`src/rtl/decode_stage.sv`:
```
// Decode stage: unpacks the fetch->decode latch, decodes RV32I register fields and
// tracks in-flight destinations in a busy-bit scoreboard to stall fetch on RAW/WAW hazards.
module decode_stage #(
  parameter int DBITS      = 32,
  parameter int INSTBITS   = 32,
  parameter int REGNO      = 32,
  parameter int REGBITS    = 5,
  parameter int CANARYBITS = 16,
  parameter logic [CANARYBITS-1:0] CANARY = 16'hCAFE,
  parameter int FE_W       = INSTBITS + 3*DBITS + CANARYBITS
) (
  input  logic                  clk,
  input  logic                  reset,
  input  logic [FE_W-1:0]       fe_latch_in,
  input  logic                  flush_in,
  input  logic                  wb_we,
  input  logic [REGBITS-1:0]    wb_rd,
  output logic                  stall_to_fe,
  output logic                  de_valid_out,
  output logic [INSTBITS-1:0]   de_inst_out,
  output logic [DBITS-1:0]      de_pc_out,
  output logic [DBITS-1:0]      de_pcplus_out,
  output logic [DBITS-1:0]      de_icnt_out,
  output logic [REGBITS-1:0]    de_rs1_out,
  output logic [REGBITS-1:0]    de_rs2_out,
  output logic [REGBITS-1:0]    de_rd_out,
  output logic                  de_illegal_out,
  output logic [REGNO-1:0]      busy_out,
  output logic                  canary_err
);

  logic [INSTBITS-1:0]   w_inst;
  logic [DBITS-1:0]      w_pc;
  logic [DBITS-1:0]      w_pcplus;
  logic [DBITS-1:0]      w_icnt;
  logic [CANARYBITS-1:0] w_canary;

  assign w_inst   = fe_latch_in[FE_W-1 -: INSTBITS];
  assign w_pc     = fe_latch_in[3*DBITS+CANARYBITS-1 -: DBITS];
  assign w_pcplus = fe_latch_in[2*DBITS+CANARYBITS-1 -: DBITS];
  assign w_icnt   = fe_latch_in[DBITS+CANARYBITS-1 -: DBITS];
  assign w_canary = fe_latch_in[CANARYBITS-1:0];

  logic w_fe_valid;
  logic w_use_rs1, w_use_rs2, w_use_rd, w_illegal;

  // An all-zero instruction is the bubble fetch emits on reset/redirect.
  assign w_fe_valid = (w_inst != '0);

  always_comb begin
    w_use_rs1 = 1'b0;
    w_use_rs2 = 1'b0;
    w_use_rd  = 1'b0;
    w_illegal = 1'b0;
    case (w_inst[6:0])
      7'b0110011: begin
        w_use_rs1 = 1'b1;
        w_use_rs2 = 1'b1;
        w_use_rd  = 1'b1;
      end
      7'b0010011, 7'b0000011, 7'b1100111: begin
        w_use_rs1 = 1'b1;
        w_use_rd  = 1'b1;
      end
      7'b0100011, 7'b1100011: begin
        w_use_rs1 = 1'b1;
        w_use_rs2 = 1'b1;
      end
      7'b1101111, 7'b0110111, 7'b0010111: w_use_rd = 1'b1;
      default: w_illegal = 1'b1;
    endcase
  end

  logic [REGBITS-1:0] w_rs1, w_rs2, w_rd;
  assign w_rs1 = w_use_rs1 ? w_inst[15 +: REGBITS] : '0;
  assign w_rs2 = w_use_rs2 ? w_inst[20 +: REGBITS] : '0;
  assign w_rd  = w_use_rd  ? w_inst[7  +: REGBITS] : '0;

  logic [REGNO-1:0] r_busy;
  logic [REGNO-1:0] w_wb_mask, w_set_mask, w_busy_eff;
  logic             w_hazard, w_issue;

  // Writeback in the same cycle is visible to decode (write-first register file).
  assign w_wb_mask  = (wb_we && wb_rd != '0) ? (REGNO'(1) << wb_rd) : '0;
  assign w_busy_eff = r_busy & ~w_wb_mask;

  assign w_hazard = w_fe_valid & ((w_use_rs1 & w_busy_eff[w_rs1]) |
                                  (w_use_rs2 & w_busy_eff[w_rs2]) |
                                  (w_use_rd  & w_busy_eff[w_rd]));
  assign w_issue    = w_fe_valid & ~w_hazard & ~flush_in;
  assign w_set_mask = (w_issue && w_rd != '0) ? (REGNO'(1) << w_rd) : '0;
  assign stall_to_fe = w_hazard & ~flush_in;

  logic                r_valid, r_illegal, r_canary_err;
  logic [INSTBITS-1:0] r_inst;
  logic [DBITS-1:0]    r_pc, r_pcplus, r_icnt;
  logic [REGBITS-1:0]  r_rs1, r_rs2, r_rd;

  always_ff @(posedge clk or posedge reset) begin
    if (reset) begin
      r_busy       <= '0;
      r_canary_err <= 1'b0;
      r_valid      <= 1'b0;
      r_illegal    <= 1'b0;
      r_inst       <= '0;
      r_pc         <= '0;
      r_pcplus     <= '0;
      r_icnt       <= '0;
      r_rs1        <= '0;
      r_rs2        <= '0;
      r_rd         <= '0;
    end else begin
      // Set after clear so an issue wins over a same-cycle writeback of that register.
      r_busy <= (r_busy & ~w_wb_mask) | w_set_mask;
      if (w_fe_valid && w_canary != CANARY) r_canary_err <= 1'b1;
      r_valid   <= w_issue;
      r_illegal <= w_issue & w_illegal;
      r_inst    <= w_issue ? w_inst   : '0;
      r_pc      <= w_issue ? w_pc     : '0;
      r_pcplus  <= w_issue ? w_pcplus : '0;
      r_icnt    <= w_issue ? w_icnt   : '0;
      r_rs1     <= w_issue ? w_rs1    : '0;
      r_rs2     <= w_issue ? w_rs2    : '0;
      r_rd      <= w_issue ? w_rd     : '0;
    end
  end

  assign de_valid_out   = r_valid;
  assign de_inst_out    = r_inst;
  assign de_pc_out      = r_pc;
  assign de_pcplus_out  = r_pcplus;
  assign de_icnt_out    = r_icnt;
  assign de_rs1_out     = r_rs1;
  assign de_rs2_out     = r_rs2;
  assign de_rd_out      = r_rd;
  assign de_illegal_out = r_illegal;
  assign busy_out       = r_busy;
  assign canary_err     = r_canary_err;

endmodule

```
`config.mk`:
```
export PLATFORM = sky130hd
export DESIGN_NAME = decode_stage
export DESIGN_NICKNAME = d
export VERILOG_FILES = /design/src/rtl/decode_stage.sv
export SDC_FILE = /design/constraint.sdc
export NUM_CORES = 1
export LEC_CHECK = 0
export BUFFER_PORTS_ARGS = -buffer_cell sky130_fd_sc_hd__buf_2
export CORE_AREA = 2 2 129 131
export DETAILED_ROUTE_END_ITERATION = 10
export DIE_AREA = 0 0 131 133
export GPL_ROUTABILITY_DRIVEN = 1
export PLACE_DENSITY = 0.8
export SLEW_MARGIN = 25
export SYNTH_ARGS = -nofsm -noshare
export SYNTH_HDL_FRONTEND = slang
export SYNTH_SLANG_ARGS = --single-unit
export TNS_END_PERCENT = 5
```
`constraint.sdc`:
```
create_clock -name clk -period 7.3 [get_ports clk]
set_input_delay 1.095 -clock clk [delete_from_list [all_inputs] [get_ports clk]]
set_output_delay 1.095 -clock clk [all_outputs]
set_load 0.02 [all_outputs]
```
==> results of run 1 <==
cell type report:
| type | instances | area [um2] | area share [%] |
|---|---|---|---|
| Inverter | 10 | 43.8 | 0.444 |
| Clock inverter | 13 | 101 | 1.03 |
| Clock buffer | 18 | 439 | 4.45 |
| Timing Repair Buffer | 335 | 1690 | 17.1 |
| Antenna cell | 5 | 12.5 | 0.127 |
| Sequential cell | 178 | 4450 | 45.1 |
| Multi-Input combinational cell | 428 | 2860 | 28.9 |
| Tap cell | 220 | 275 | 2.79 |
power groups by stage:
stage | logic (uW) | clock network, uW | registers (uW)
after global routing | 304 | 900 | 1040
after CTS | 280 | 853 | 1040
after floorplan | 102 | 0 | 1120
final | 280 | 838 | 1040
after detailed placement | 279 | 0 | 1060
after global placement | 275 | 0 | 1060
worst register-to-register path, stage by stage (launching register included):
cell       delay [ns]
dfrtp_1          0.36
o21ai_0          0.24
mux4_2           0.53
a2bb2oi_1        0.16
o2111a_1         0.24
o32a_1           0.36
nand3_2          0.11
buf_4            0.41
clkinv_2         0.79
buf_4            0.52
and2_1           0.21
registers in the layout, summed over array words and instances, names as in the netlist:
name / cells
de_icnt_out: 32
busy_out: 32
de_pcplus_out: 32
de_rd_out: 5
de_pc_out: 32
de_illegal_out: 1
de_rs1_out: 5
de_rs2_out: 5
de_inst_out: 32
de_valid_out: 1
canary_err: 1
path summary, 6_finish.rpt:
kind	startpoint	endpoint	depth (start not counted)
setup reg to reg	busy_out[29]	de_icnt_out[28]	10
hold / removal	canary_err	canary_err	1
hold reg to reg	canary_err	canary_err	1
max in group asynchronous	reset	de_icnt_out[13]	3
min in group asynchronous	reset	de_pcplus_out[12]	2
setup / recovery	wb_rd[4]	de_icnt_out[28]	12
metrics by stage:
stage,instances,utilization [%]
after global routing,1207,61.1
after CTS,1202,60.9
after detailed placement,1171,57.6
after global placement,1171,57.6
final,1207,61.1
after floorplan,657,-
cell usage after synthesis, types with 10 or more instances:
cell	instances
and2_1	123
clkbuf_1	30
dfrtp_1	178
mux2i_1	15
nand2_1	25
nand3_1	14
nand4_1	12
nor2_1	43
nor3_1	12
o211ai_1	10
o21ai_0	32
o31ai_1	28
cells by family after synthesis:
group                  count (synthesis)  synth area share [%]
buffers and inverters                 51                  2.84
AO/OA/AOI/OAI                        131                  12.9
AND/OR/NAND/NOR                      274                  21.2
multiplexers                          23                  3.94
flip-flops                           178                  59.2
layer usage:
layer | vias to the layer above | GRT usage [%] | share of wire (%)
met4 | 0 | 13.0 | 4.0
met2 | 507 | 43.2 | 48
met1 | 3175 | 34.8 | 37
met3 | 95 | 6.39 | 11
li1 | 2975 | - | -
met5 | - | 0 | 0
==> reports/qor.yml, run 1 <==
global_routing:
  grt_max_degree: 99
  track_usage_pct: 27.1
  grt_pass1_wl_um: 35600
  grt_pass1_vias: 6503
  antenna_found_initial: 5
  grt-ovfl-total: 0
clocking:
  clock_sinks: 178
  cts.path.max_buffers: 2
  cts_setup_buffers: 0
  cts-hold-fix-buffers: 0
  cts_buffers: 17
  cts_resized: 0
  h-tree-depth: 4
  cts_tree: "yes"
  clk_latency_ns: 0.43
  clk_pin_slew_ns: 0.06
  root_buffer: "clkbuf_16"
synth:
  ys_types: 65
  ys.warnings.count: 0
  synth_nets: 810
  synth_edf_count: 0
  synth_top_area_share_pct: 59.2
  yosysTopAreaCell: "dfrtp_1"
  syn_inst: 657
  ys_ff_latch: 178
  synthFlopType: "dfrtp_1"
  async_reset_ff_share_pct: 100
  synth.area.top_cells: "dfrtp_1 (59%), and2_1 (10%), o31ai_1 (2.8%), nor2_1 (2.1%), o21ai_0 (2.1%)"
  seq_area_frac_synth_pct: 59.2
  syn_area_per_cell_um2: 11.5
  syn-cell-area_mm2: 0.00752
sta:
  skew_ns: 0.0150
  tightest_slew_ns: 0.878
  rsz0062_at_grt: "false"
  holdWs_ns: 0.473
  finalSetupViolations: 0
  worst_slack_ns: 2.24
  setup-tns-final_ns: 0
  finalHoldViolCount: 0
  fin_crit_sh_pct: 69.3
  relSlewSlack_pct: 41.4
  max_freq_mhz: 198
  period_needed_ns: 5.06
  maxSlewViolCount: 0
power_and_ir_drop:
  ir_worst_vdd_mv: 0.160
  combPwrFrac_pct: 13.0
  seqPwrFrac_pct: 48.2
  total_power_uw: 2160
  power_frac_clock_pct: 38.8
  switchingPower_uw: 585
  switching_share_pct: 27.1
  p_per_area_mw_per_mm2: 219
  leakagePower_uw: 0.00507
  internal_power_uw: 1570
finish:
  final_cell_mix: "buf_2 (331), dfrtp_1 (178), and2_1 (123)"
  final_area_mm2: 0.00987
  drive_gt1_share_pct: 39.2
  nFillCells: 1358
  nets: 1123
  final_common_cell: "buf_2"
  area_delta_synth_final_pct: 31.2
route:
  ant_nets: 0
  drt_iter0_markers: 797
  drtPass1Iterations: 7
  routedWlPerCell_um: 19.6
  dr_total_vias: 6752
  drc: 0
  wirelength_um: 23700
  via_per_inst: 5.59
placed_design:
  place_area_mm2: 0.00932
  numPortBuffers: 331
  pre_cts_ws_ns: 2.18
  gp_congestion: 1.01
  dp_hpwl_um: 17600
setup_path:
  critPathMaxStageDelay_ns: 0.79
  worst_path_max_delay_cell: "clkinv_2"
  crit_required_ns: 7.61
  r2r_slack_ns: 3.27
  crit_fanout: 87
  start_kind: "primary input"
  path_buf_inv: 4
  end_kind: "flop"
  worst_ep_arrival_time_ns: 5.37
  worstPathCellList: "buf_2 -> nand2b_1 -> o21ai_0 -> mux4_2 -> o21ai_0 -> a31oi_1 -> o32a_1 -> nand3_2 -> buf_4 -> clkinv_2 -> buf_4 -> and2_1"
  cpLargestDelayFamily: "buffers and inverters"
  crit_type: "in -> reg"
floorplanning:
  io_pins: 332
  die_area_mm2: 0.0174
  coreArea_mm2: 0.0162
  die_w_um: 131
  rows: 47
  die_h_um: 133
  initial_core_util_pct: 46.5
job:
  cap_violations: 0
min_path:
  hp-class: "reg -> reg"
run_status:
  status: "complete, no violations"
No activity file was read; power rests on OpenSTA's default activity.
==> inputs of run 2 (changes only) <==
--- a/config.mk
+++ b/config.mk
@@ -6,11 +6,10 @@
 export NUM_CORES = 1
 export LEC_CHECK = 0
 export BUFFER_PORTS_ARGS = -buffer_cell sky130_fd_sc_hd__buf_2
-export CORE_AREA = 2 2 129 131
+export CORE_UTILIZATION = 43
 export DETAILED_ROUTE_END_ITERATION = 10
-export DIE_AREA = 0 0 131 133
 export GPL_ROUTABILITY_DRIVEN = 1
-export PLACE_DENSITY = 0.8
+export PLACE_DENSITY = 0.77
 export SLEW_MARGIN = 25
 export SYNTH_ARGS = -nofsm -noshare
 export SYNTH_HDL_FRONTEND = slang
==> constraint.sdc (replaced) <==
create_clock -name clk -period 4.5 [get_ports clk]
set_input_delay 0.675 -clock clk [delete_from_list [all_inputs] [get_ports clk]]
set_output_delay 0.675 -clock clk [all_outputs]
set_load 0.02 [all_outputs]
==> run 2 against run 1 <==
  * Worst hold slack lost 0.026 ns
  * Sequential power increased by 63%
  * Clock-buffer cell count fell by 1
  * Critical path depth fell by 3
  * Via count is 3.0% lower
  * Combinational power is 66% higher
  * Routed wire length grew 6.6%
  * Largest cell class unchanged
  * Highest routed layer unchanged
==> reports/qor.yml, run 2 (same netlist as run 1, synthesis figures left out) <==
clocking:
  clk_pin_slew_ns: 0.07
  cts_tree: "yes"
  clk_latency_ns: 0.43
  cts_resized: 0
  root_buffer: "clkbuf_16"
  cts_buffers: 17
  h-tree-depth: 4
  clock_sinks: 178
  cts.path.max_buffers: 2
  cts-hold-fix-buffers: 0
  cts_setup_buffers: 0
sta:
  finalHoldViolCount: 0
  skew_ns: 0.0138
  period_needed_ns: 3.81
  max_freq_mhz: 263
  rsz0062_at_grt: "false"
  holdWs_ns: 0.447
  fin_crit_sh_pct: 84.6
  relSlewSlack_pct: 37.1
  maxSlewViolCount: 0
  finalSetupViolations: 0
  tightest_slew_ns: 0.944
  setup-tns-final_ns: 0
route:
  drc: 0
  dr_total_vias: 6551
  drt_iter0_markers: 617
  drtPass1Iterations: 5
  via_per_inst: 5.38
  ant_nets: 0
  wirelength_um: 25200
  routedWlPerCell_um: 20.7
floorplanning:
  rows: 48
  io_pins: 332
  die_h_um: 134
  die_w_um: 134
  initial_core_util_pct: 43.8
  coreArea_mm2: 0.0172
  die_area_mm2: 0.0180
power_and_ir_drop:
  power_frac_clock_pct: 39.5
  internal_power_uw: 2550
  ir_worst_vdd_mv: 0.250
  leakagePower_uw: 0.00510
  switching_share_pct: 28.1
  combPwrFrac_pct: 13.1
  p_per_area_mw_per_mm2: 357
  total_power_uw: 3550
  seqPwrFrac_pct: 47.4
  switchingPower_uw: 1000
setup_path:
  start_kind: "primary input"
  worst_path_max_delay_cell: "o21ai_0"
  cp_common_cell: "buf_2"
  end_kind: "output port"
  critPathLaunch: "wb_rd[4]"
  crit_fanout: 13
  crit-reg2reg-launch: "busy_out[28]"
  crit_required_ns: 3.83
  critPathMaxStageDelay_ns: 0.68
  path_buf_inv: 2
  worst_ep_arrival_time_ns: 3.13
  cpLargestDelayFamily: "compound AO/OA/AOI/OAI gates"
  crit_type: "in -> out"
  worstPathCellList: "buf_2 -> nand2b_1 -> o21ai_0 -> mux2i_1 -> a221oi_1 -> a211oi_1 -> nor4_4 -> a21oi_1 -> buf_2"
finish:
  final_cell_mix: "buf_2 (331), dfrtp_1 (178), and2_1 (123)"
  area_delta_synth_final_pct: 32.4
  final_common_cell: "buf_2"
  final_area_mm2: 0.00996
  drive_gt1_share_pct: 39.7
  layoutNonFillerInstCount: 1217
  nets: 1131
  nFillCells: 1516
global_routing:
  use_met2_pct: 46.5
  grtUsageMet1_pct: 35.7
  top_usage_layer: "met2"
  antenna_found_initial: 2
  grt_max_degree: 179
  grt_pass1_vias: 6425
  grt_pass1_wl_um: 37800
  track_usage_pct: 28.3
  use_met3_pct: 6.24
  grt-ovfl-total: 0
job:
  cap_violations: 0
min_path:
  hold_path_startpoint: "fe_latch_in[36]"
  hp-class: "in -> reg"
placed_design:
  numPortBuffers: 331
  place_inst: 1184
  place_area_mm2: 0.00941
  dp_hpwl_um: 18700
  gp_congestion: 0.952
run_status:
  status: "complete, no violations"
-- run 2: path summary, 6_finish.rpt --
path	end	slack, ns	cells after the start
worst max-delay path	stall_to_fe	0.69	9
worst min-delay path	de_icnt_out[20]	0.45	2
worst max register to register	de_pcplus_out[22]	1.62	9
worst min register to register	canary_err	0.48	1
max in group asynchronous	de_rs1_out[3]	3.28	3
min in group asynchronous	de_pcplus_out[24]	0.52	3
-- run 2: area by class of cell --
| class | count | area (um2) | area share [%] |
|---|---|---|---|
| Sequential cell | 178 | 4450 | 44.7 |
| Clock buffer | 17 | 425 | 4.27 |
| Inverter | 10 | 42.5 | 0.427 |
| Tap cell | 225 | 282 | 2.83 |
| Antenna cell | 2 | 5.00 | 0.0502 |
| Multi-Input combinational cell | 428 | 2860 | 28.7 |
| Timing Repair Buffer | 343 | 1770 | 17.8 |
| Clock inverter | 14 | 126 | 1.27 |
-- run 2: per-stage QoR --
| stage | utilization [%] | setup WS, ns |
|---|---|---|
| after floorplan | - | 1.16 |
| after global placement | 54.8 | 0.721 |
| after detailed placement | 54.8 | 0.743 |
| after CTS | 58.0 | 0.746 |
| after global routing | 58.0 | 0.486 |
| final | 58.0 | 0.691 |
-- run 2: power groups by stage --
stage / Combinational [uW] / Sequential (uW) / Clock, uW
6_report: 464 / 1690 / 1400
5_1_grt: 502 / 1690 / 1480
4_1_cts: 465 / 1690 / 1420
3_5_place_dp: 464 / 1720 / 0
3_3_place_gp: 459 / 1720 / 0
2_1_floorplan: 166 / 1810 / 0
-- run 2: layer usage --
metal | wire length, um | vias up | share of wire, %
met5 | 0 | - | 0
met4 | 866 | 0 | 3.4
met3 | 1930 | 58 | 7.7
met2 | 12200 | 337 | 49
met1 | 10200 | 3165 | 40
li1 | - | 2991 | -
==> inputs of run 3 (changes only) <==
==> constraint.sdc (replaced) <==
create_clock -name clk -period 3.35 [get_ports clk]
set_input_delay 0.5025 -clock clk [delete_from_list [all_inputs] [get_ports clk]]
set_output_delay 0.5025 -clock clk [all_outputs]
set_load 0.02 [all_outputs]
==> run 3 against run 2 <==
  * Non-clock buffer count rose by 38
  * Sequential power rose by 34%
  * Clock-buffer cell count did not move
  * Clock power rose by 41%
  * Total power rose by 38%
  * Final cell count rose by 3.0%
  * Critical path type unchanged
  * Largest power group unchanged
==> reports/qor.yml, run 3 (same netlist as run 1, synthesis figures left out) <==
run_status:
  status: "complete, no violations"
sta:
  maxSlewViolCount: 0
  finalHoldViolCount: 0
  relSlewSlack_pct: 62.7
  rsz0062_at_grt: "false"
  worst_slack_ns: 0.0618
  max_freq_mhz: 304
  period_needed_ns: 3.29
  finalSetupViolations: 0
  setup-tns-final_ns: 0
  tightest_slew_ns: 0.546
  skew_ns: 0.0153
  fin_crit_sh_pct: 98.2
finish:
  final_cell_mix: "buf_2 (331), dfrtp_1 (178), and2_1 (123)"
  final_common_cell: "buf_2"
  drive_gt1_share_pct: 42.0
  nets: 1169
  nFillCells: 1469
  area_delta_synth_final_pct: 37.2
route:
  drt_iter0_markers: 662
  wirelength_um: 25800
  drtPass1Iterations: 5
  ant_nets: 0
  drc: 0
  via_per_inst: 5.48
  dr_total_vias: 6871
  routedWlPerCell_um: 20.6
setup_path:
  worstPathCellList: "buf_2 -> nand2b_1 -> o21ai_0 -> buf_4 -> o211ai_1 -> mux2i_1 -> o31ai_1 -> nor4_4 -> buf_4 -> a21oi_1 -> buf_2"
  worst_ep_arrival_time_ns: 2.79
  crit_type: "in -> out"
  crit_fanout: 9
  path_buf_inv: 4
  worst_path_max_delay_cell: "o31ai_1"
  critPathMaxStageDelay_ns: 0.44
  cpLargestDelayFamily: "compound AO/OA/AOI/OAI gates"
  crit_required_ns: 2.85
  end_kind: "output port"
  start_kind: "primary input"
global_routing:
  grt_pass1_wl_um: 38300
  grt-ovfl-total: 0
  antenna_found_initial: 1
  grt_pass1_vias: 6503
  grt_max_degree: 71
  track_usage_pct: 28.9
clocking:
  cts_setup_buffers: 0
  cts_tree: "yes"
  cts_buffers: 17
  root_buffer: "clkbuf_16"
  h-tree-depth: 4
  clock_sinks: 178
  clk_latency_ns: 0.44
  clk_pin_slew_ns: 0.07
  cts.path.max_buffers: 2
placed_design:
  dp_hpwl_um: 19600
  numPortBuffers: 331
  pre_cts_ws_ns: 0.0471
  gp_congestion: 0.951
floorplanning:
  io_pins: 332
  die_h_um: 134
  die_w_um: 134
  coreArea_mm2: 0.0172
  die_area_mm2: 0.0180
  initial_core_util_pct: 43.8
  rows: 48
job:
  cap_violations: 0
min_path:
  hp-class: "in -> async"
power_and_ir_drop:
  p_per_area_mw_per_mm2: 474
  leakagePower_uw: 0.00531
  ir_worst_vdd_mv: 0.361
==> run 3: worst paths after layout <==
check / startpoint / endpoint / slack, ns / depth (start not counted)
max: wb_rd[0] / stall_to_fe / 0.06 / 11
min: reset / de_icnt_out[10] / 0.11 / 2
max reg2reg: busy_out[0] / busy_out[6] / 0.71 / 8
min reg2reg: canary_err / canary_err / 0.49 / 1
max in group asynchronous: reset / de_inst_out[20] / 2.52 / 3
min in group clk: fe_latch_in[52] / de_pcplus_out[4] / 0.27 / 2
==> run 3: area by class of cell <==
type / count / area, um2 / share of cell area [%]
repair buffers: 381 / 2110 / 20.4
diodes: 1 / 2.50 / 0.0242
multi-input cells: 428 / 2860 / 27.7
well taps: 225 / 282 / 2.73
clock inverters: 14 / 153 / 1.48
flip-flops and latches: 178 / 4450 / 43.1
clock buffers: 17 / 425 / 4.12
inverters: 10 / 42.5 / 0.412
==> run 3: power breakdown <==
part,switching (uW),internal [uW],leakage (uW)
sequential,27.3,2240,0.00234
combinational,410,242,0.00270
clock,870,1100,0.000278
total,1310,3590,0.00531
==> run 3: worst register-to-register path: cells and delay by family (launching register included) <==
| kind | cells | cell delay [ns] |
|---|---|---|
| AND/OR/NAND/NOR | 1 | 0.14 |
| AO/OA/AOI/OAI | 6 | 1.67 |
| buffers and inverters | 1 | 0.27 |
| flip-flops | 1 | 0.46 |
==> run 3: through the flow <==
stage | hold WS (ns) | total power (uW) | cells | util, % | cell area [um2]
after detailed placement | 0.465 | 2960 | 1222 | 56.7 | 9740
final | 0.106 | 4900 | 1254 | 60.1 | 10300
after global placement | 0.461 | 2950 | 1222 | 56.7 | 9740
after floorplan | 0.592 | 2660 | 657 | - | 7530
after CTS | 0.110 | 4930 | 1253 | 60.1 | 10300
after global routing | 0.139 | 5060 | 1254 | 60.1 | 10300
==> run 3: repair_timing <==
action                     in CTS  in global routing
setup endpoints to repair       0                  1
resized for setup               0                  2
hold buffers                    0                  0
==> run 3: layer usage <==
metal | global-route usage, % | share of wire (%)
met5 | 0 | 0
met4 | 13.1 | 3.6
met3 | 6.20 | 8.2
met2 | 47.4 | 50
met1 | 36.6 | 39
